`src/rtl/gecko_decode_scoreboard.sv`:
```
`default_nettype none
// ============================================================================
// Module      : gecko_decode_scoreboard
// Description : Decode-stage register scoreboard. Each architectural register
//               (except r0, hardwired zero) has a saturating pending-write
//               counter. Issue is allowed when every source operand is idle
//               or can be taken from the execute forward register, and the
//               destination counter has headroom. Writebacks retire pending
//               writes on several independent ports.
//
//               Ports
//                 clk, rst           : clock, synchronous active-high reset
//                 issue_valid/ready  : issue handshake (accept = both high)
//                 issue_rd/rs1/rs2   : destination and source register ids
//                 issue_use_rs1/rs2  : source operand is actually read
//                 issue_writes_rd    : op writes its destination
//                 issue_forwardable  : op result lands in the forward register
//                 retire_valid/rd    : writeback completions, port i at
//                                      retire_rd[i*ADDR_W +: ADDR_W]
//                 rs1/rs2_forward    : operand comes from the forward register
//                 busy_mask          : bit r set while register r is pending
//                 empty              : no register pending
//                 error              : sticky retire-underflow flag
// Revision    : 1.0 - initial release
// ============================================================================
module gecko_decode_scoreboard #(
    parameter int NUM_REGS         = 32,
    parameter int COUNTER_WIDTH    = 2,
    parameter int NUM_RETIRE_PORTS = 2,
    localparam int ADDR_W          = $clog2(NUM_REGS)
) (
    input  logic                             clk,
    input  logic                             rst,
    input  logic                             issue_valid,
    output logic                             issue_ready,
    input  logic [ADDR_W-1:0]                issue_rd,
    input  logic [ADDR_W-1:0]                issue_rs1,
    input  logic [ADDR_W-1:0]                issue_rs2,
    input  logic                             issue_use_rs1,
    input  logic                             issue_use_rs2,
    input  logic                             issue_writes_rd,
    input  logic                             issue_forwardable,
    input  logic [NUM_RETIRE_PORTS-1:0]      retire_valid,
    input  logic [NUM_RETIRE_PORTS*ADDR_W-1:0] retire_rd,
    output logic                             rs1_forward,
    output logic                             rs2_forward,
    output logic [NUM_REGS-1:0]              busy_mask,
    output logic                             empty,
    output logic                             error
);

    // Width able to hold the number of retire ports hitting one register.
    localparam int c_DEC_W = $clog2(NUM_RETIRE_PORTS + 1);
    // Width for "counter + one issue" compared against the retire count.
    localparam int c_SUM_W = COUNTER_WIDTH + c_DEC_W + 1;
    localparam logic [COUNTER_WIDTH-1:0] c_CNT_MAX = '1;

    logic [COUNTER_WIDTH-1:0] r_cnt [NUM_REGS];
    logic [ADDR_W-1:0]        r_fwd_reg;
    logic                     r_error;

    // State as seen by the combinational outputs. While rst is high the
    // registers may still hold stale (or unknown) values, so everything
    // visible is taken from the cleared state instead.
    logic [COUNTER_WIDTH-1:0] w_cnt [NUM_REGS];
    logic [ADDR_W-1:0]        w_fwd;

    logic [COUNTER_WIDTH-1:0] w_cnt_nxt [NUM_REGS];
    logic                     w_underflow;

    logic w_rs1_ok;
    logic w_rs2_ok;
    logic w_rd_ok;
    logic w_accept;
    logic w_inc_en;
    logic [NUM_REGS-1:0] w_busy;

    always_comb begin
        for (int r = 0; r < NUM_REGS; r++) begin
            w_cnt[r] = rst ? '0 : r_cnt[r];
        end
        w_cnt[0] = '0;
    end

    assign w_fwd = rst ? '0 : r_fwd_reg;

    // ------------------------------------------------------------------
    // Issue readiness: current-cycle state only, retires in this cycle
    // do not free an operand until the next edge.
    // ------------------------------------------------------------------
    assign w_rs1_ok = !issue_use_rs1 || (issue_rs1 == '0) || (w_cnt[issue_rs1] == '0) ||
                      ((issue_rs1 == w_fwd) && (w_fwd != '0));
    assign w_rs2_ok = !issue_use_rs2 || (issue_rs2 == '0) || (w_cnt[issue_rs2] == '0) ||
                      ((issue_rs2 == w_fwd) && (w_fwd != '0));
    assign w_rd_ok  = !issue_writes_rd || (issue_rd == '0) || (w_cnt[issue_rd] != c_CNT_MAX);

    assign issue_ready = w_rs1_ok && w_rs2_ok && w_rd_ok;

    assign rs1_forward = issue_use_rs1 && (issue_rs1 != '0) && (issue_rs1 == w_fwd);
    assign rs2_forward = issue_use_rs2 && (issue_rs2 != '0) && (issue_rs2 == w_fwd);

    assign w_accept = issue_valid && issue_ready;
    assign w_inc_en = w_accept && issue_writes_rd && (issue_rd != '0);

    // ------------------------------------------------------------------
    // Counter next state: one net update per register combining the
    // issue increment with all retire decrements, clamped at zero.
    // ------------------------------------------------------------------
    always_comb begin
        logic [c_SUM_W-1:0] w_sum;
        logic [c_SUM_W-1:0] w_dec;
        w_underflow = 1'b0;
        w_sum       = '0;
        w_dec       = '0;
        for (int r = 0; r < NUM_REGS; r++) begin
            w_cnt_nxt[r] = '0;
        end
        for (int r = 1; r < NUM_REGS; r++) begin
            w_sum = c_SUM_W'(r_cnt[r]) +
                    c_SUM_W'(w_inc_en && (issue_rd == ADDR_W'(r)));
            w_dec = '0;
            for (int p = 0; p < NUM_RETIRE_PORTS; p++) begin
                if (retire_valid[p] && (retire_rd[p*ADDR_W +: ADDR_W] == ADDR_W'(r))) begin
                    w_dec = w_dec + c_SUM_W'(1);
                end
            end
            if (w_dec > w_sum) begin
                w_cnt_nxt[r] = '0;
                w_underflow  = 1'b1;
            end else begin
                w_cnt_nxt[r] = COUNTER_WIDTH'(w_sum - w_dec);
            end
        end
    end

    always_ff @(posedge clk) begin
        if (rst) begin
            for (int r = 0; r < NUM_REGS; r++) begin
                r_cnt[r] <= '0;
            end
            r_fwd_reg <= '0;
            r_error   <= 1'b0;
        end else begin
            for (int r = 0; r < NUM_REGS; r++) begin
                r_cnt[r] <= w_cnt_nxt[r];
            end
            r_error <= r_error | w_underflow;
            // A newer non-forwardable write to the tagged register makes the
            // forward register stale for that name; retires never touch it.
            if (w_inc_en) begin
                if (issue_forwardable) begin
                    r_fwd_reg <= issue_rd;
                end else if (issue_rd == r_fwd_reg) begin
                    r_fwd_reg <= '0;
                end
            end
        end
    end

    // ------------------------------------------------------------------
    // Status outputs
    // ------------------------------------------------------------------
    always_comb begin
        w_busy = '0;
        for (int r = 1; r < NUM_REGS; r++) begin
            w_busy[r] = (w_cnt[r] != '0);
        end
    end

    assign busy_mask = w_busy;
    assign empty     = ~|w_busy;
    assign error     = r_error & ~rst;

endmodule
`default_nettype wire

```
`config.mk`:
```
export PLATFORM = sky130hd
export DESIGN_NAME = gecko_decode_scoreboard
export DESIGN_NICKNAME = d
export VERILOG_FILES = /design/src/rtl/gecko_decode_scoreboard.sv
export SDC_FILE = /design/constraint.sdc
export NUM_CORES = 1
export LEC_CHECK = 0
export ABC_CLOCK_PERIOD_IN_PS = 11580
export CAP_MARGIN = 20
export CORE_ASPECT_RATIO = 0.9
export CORE_MARGIN = 4
export CORE_UTILIZATION = 60
export CTS_BUF_LIST = sky130_fd_sc_hd__clkbuf_8
export DETAILED_ROUTE_END_ITERATION = 6
export PLACE_DENSITY_LB_ADDON = 0.15
export SYNTH_ARGS = -nofsm -noshare
export SYNTH_HDL_FRONTEND = slang
export SYNTH_SLANG_ARGS = --single-unit
```
`constraint.sdc`:
```
create_clock -name clk -period 11.58 [get_ports clk]
set_clock_uncertainty 0.1 [all_clocks]
set_input_delay 1.737 -clock clk [delete_from_list [all_inputs] [get_ports clk]]
set_output_delay 1.737 -clock clk [all_outputs]
set_load 0.01 [all_outputs]
```
==> flow_summary.ini <==
[run_status]
run_status = completed

[place]
dpl.hpwl_um = 19660
gp_congestion = 1.006
portBuffers = 69

[setup_path]
cp_slowest_cell = inv_1
cp_max_fo = 63
max_stage_delay_ps = 830
cp.arrival_ps = 8040
r2r-start = r_cnt[0][16]
rrSetupSlack_ps = 6050
r2r_cells = 17
reg2reg_to = r_error
crit_type = in2reg
worst_setup_path_start_kind = primary input
end_kind = register
crit_chain = buf_2 > buf_4 > inv_1 > buf_4 > a21oi_1 > o22a_1 > o311ai_0 > o21ai_1 > o311ai_2 > or3_1 > nor3_1 > ha_1 > ha_1 > inv_1 > ha_1 > nor2b_1 > o21ai_0 > nand4_1 > nor4_1 > a21oi_1
crit_top_cell = ha_1
worst_ep_required_time_ps = 11710

[finish]
drive_gt1_frac = 0.03946
n_antenna_cell = 0
largest_register_ffs = 62
syn_to_final_growth_pct = 10.64
nets = 1330

[grt]
grt_overflow = 0
grt_pass1_wl_um = 38640
track_usage = 0.3184
grt_start_max_net_pins = 64
grt_pass1_vias = 7200
antenna_found_initial = 0

[logic_synthesis]
synth_common_cells = nor2_1, ha_1, inv_1
synth-main-ff-cell = dfxtp_1
synth_cell_types = 63
netlist.area_leader.share = 0.2868
synth_top_area_cell = ha_1
synth.most_common_cell = nor2_1
synth-seq-cells = 68
synthesis.nets = 1298
yosysSeqAreaShare = 0.1677
yosys_warnings = 0
synthTopCellsByArea = ha_1, dfxtp_1, nor2_1
synth_edf_count = 0
synth-async-reset-ratio = 0
synth_cells = 1078
avgSynthCellArea_um2 = 7.528
syn-cell-area_um2 = 8115

[power_and_ir_drop]
ir_worst_vdd_mv = 0.07233
p_int_w = 0.0004222
power.density_nw_per_um2 = 71.40
p_leak_nw = 3.900
power_w = 0.0006410
p_sw_w = 0.0002189
p_seq_frac = 0.391
p_comb_frac = 0.274
clock_power_share = 0.336
swShare = 0.3414

[floorplan]
die_w_um = 130.6
dieArea_um2 = 15450
die_h_um = 118.3
initial_utilization = 0.6096
coreArea_um2 = 13310
rows = 40
io_pins = 71

[sta]
relSlewSlack = 0.3046
fin_crit_ps = 7908
drv_slew = 0
setup_tns_ps = 0
fmax_mhz = 126.5
rsz0062_at_grt = no
worst_pin_slew_ps = 1040
setup_viol_count_final = 0
hold_viol_final = 0
fin_crit_sh = 0.6829

[drt]
routed_wl_um = 24420
vias_per_cell = 6.088
drt_first_pass_iters = 6
ant_nets = 0
vias = 7811
drc = 0
first_iter_violations = 893
wire_per_inst_um = 19.03

[clock_tree]
cts_sinks = 68
root_buffer = clkbuf_8
cts_tree = done
htreeDepth = 3
cts_resized = 0
clk_pin_slew_ps = 80
post_cts_buffers = 0
clk_latency_ps = 380
cts_hold_repair.buffers = 0
cts_buffers = 9
cts.path.max_buffers = 2

[worst_hold_path]
min-delay-start = r_fwd_reg[3]
hp-class = reg2reg
hold_path_depth = 2
min_to = r_fwd_reg[3]

[job]
drv_cap = 0
## layout by cell type (no fill, tap or decap), types with 6 or more instances in the layout
cell and n:
a21oi_1 48, a31oi_1 7, clkbuf_8 11, clkdlybuf4s50_1 68
dfxtp_1 68, ha_1 186, inv_1 97, mux4_2 13
nand2_1 78, nand2b_1 18, nand3_1 28, nand4_1 11
nor2_1 210, nor2b_1 46, nor3_1 25, nor4_1 14
o211ai_1 6, o21ai_0 53, or4_1 7, xnor2_1 6
xor2_1 36
## worst max path at each step
| stage | from | to | slack [ps] | depth (start not counted) |
|---|---|---|---|---|
| 5_1_grt | issue_rs1[1] | r_error | 3360 | 18 |
| 4_1_cts | rst | r_error | 3900 | 20 |
| 3_5_place_dp | rst | r_error | 3520 | 20 |
| 6_report | rst | r_error | 3670 | 20 |
| 2_1_floorplan | rst | empty | 5880 | 9 |
| 3_3_place_gp | rst | r_error | 3570 | 20 |
## cell type report
cell class                      count  area (µm²)
Clock inverter                      5       60.06
Tap cell                          168       210.2
Multi-Input combinational cell    859        6106
Inverter                           99       374.1
Fill cell                        1193        4334
Clock buffer                       11       151.4
Sequential cell                    68        1361
Timing Repair Buffer               73       715.7
## worst max-delay path, delay by kind of cell
family / cells / cell delay [ps]
buf+inv: 5 / 1700
compound gates: 7 / 1940
simple gates: 5 / 1820
fa+ha+maj: 3 / 810
## per-stage QoR
step / std cells / cell area [µm²] / util / hold WS (ps) / setup slack [ps]
final: 1283 / 8979 / 0.6744 / 499.0 / 3672
after global routing: 1283 / 8979 / 0.6744 / 518.1 / 3356
after CTS: 1283 / 8979 / 0.6744 / 489.0 / 3901
after detailed placement: 1267 / 8767 / 0.6586 / 479.0 / 3524
after global placement: 1267 / 8767 / 0.6586 / 468.8 / 3568
after floorplan: 1078 / 8115 / - / 430.7 / 5880
## metal layers
layer	global-route usage	part of all wire	up-vias
met5	0	0	-
met4	0.1247	0.040	0
met3	0.05603	0.090	70
met2	0.4847	0.44	410
met1	0.4442	0.43	3588
li1	-	-	3743
## power groups by stage
stage	sequential [W]	clock, W	combinational (W)
2_1_floorplan	0.000251	0	0.000115
4_1_cts	0.000250	0.000217	0.000171
3_5_place_dp	0.000255	0	0.000170
6_report	0.000250	0.000215	0.000175
3_3_place_gp	0.000255	0	0.000169
5_1_grt	0.000251	0.000227	0.000191
## cell families after synthesis
group,share of synthesized area
muxes,0.03854
DFF,0.1677
adders and majority gates,0.2868
xor gates and xnor gates,0.04533
buffers and inverters,0.07986
AOI/OAI and AO/OA,0.1180
other,0.0004621
and+or+nand+nor,0.2633
(Power assumes the default switching activity.)
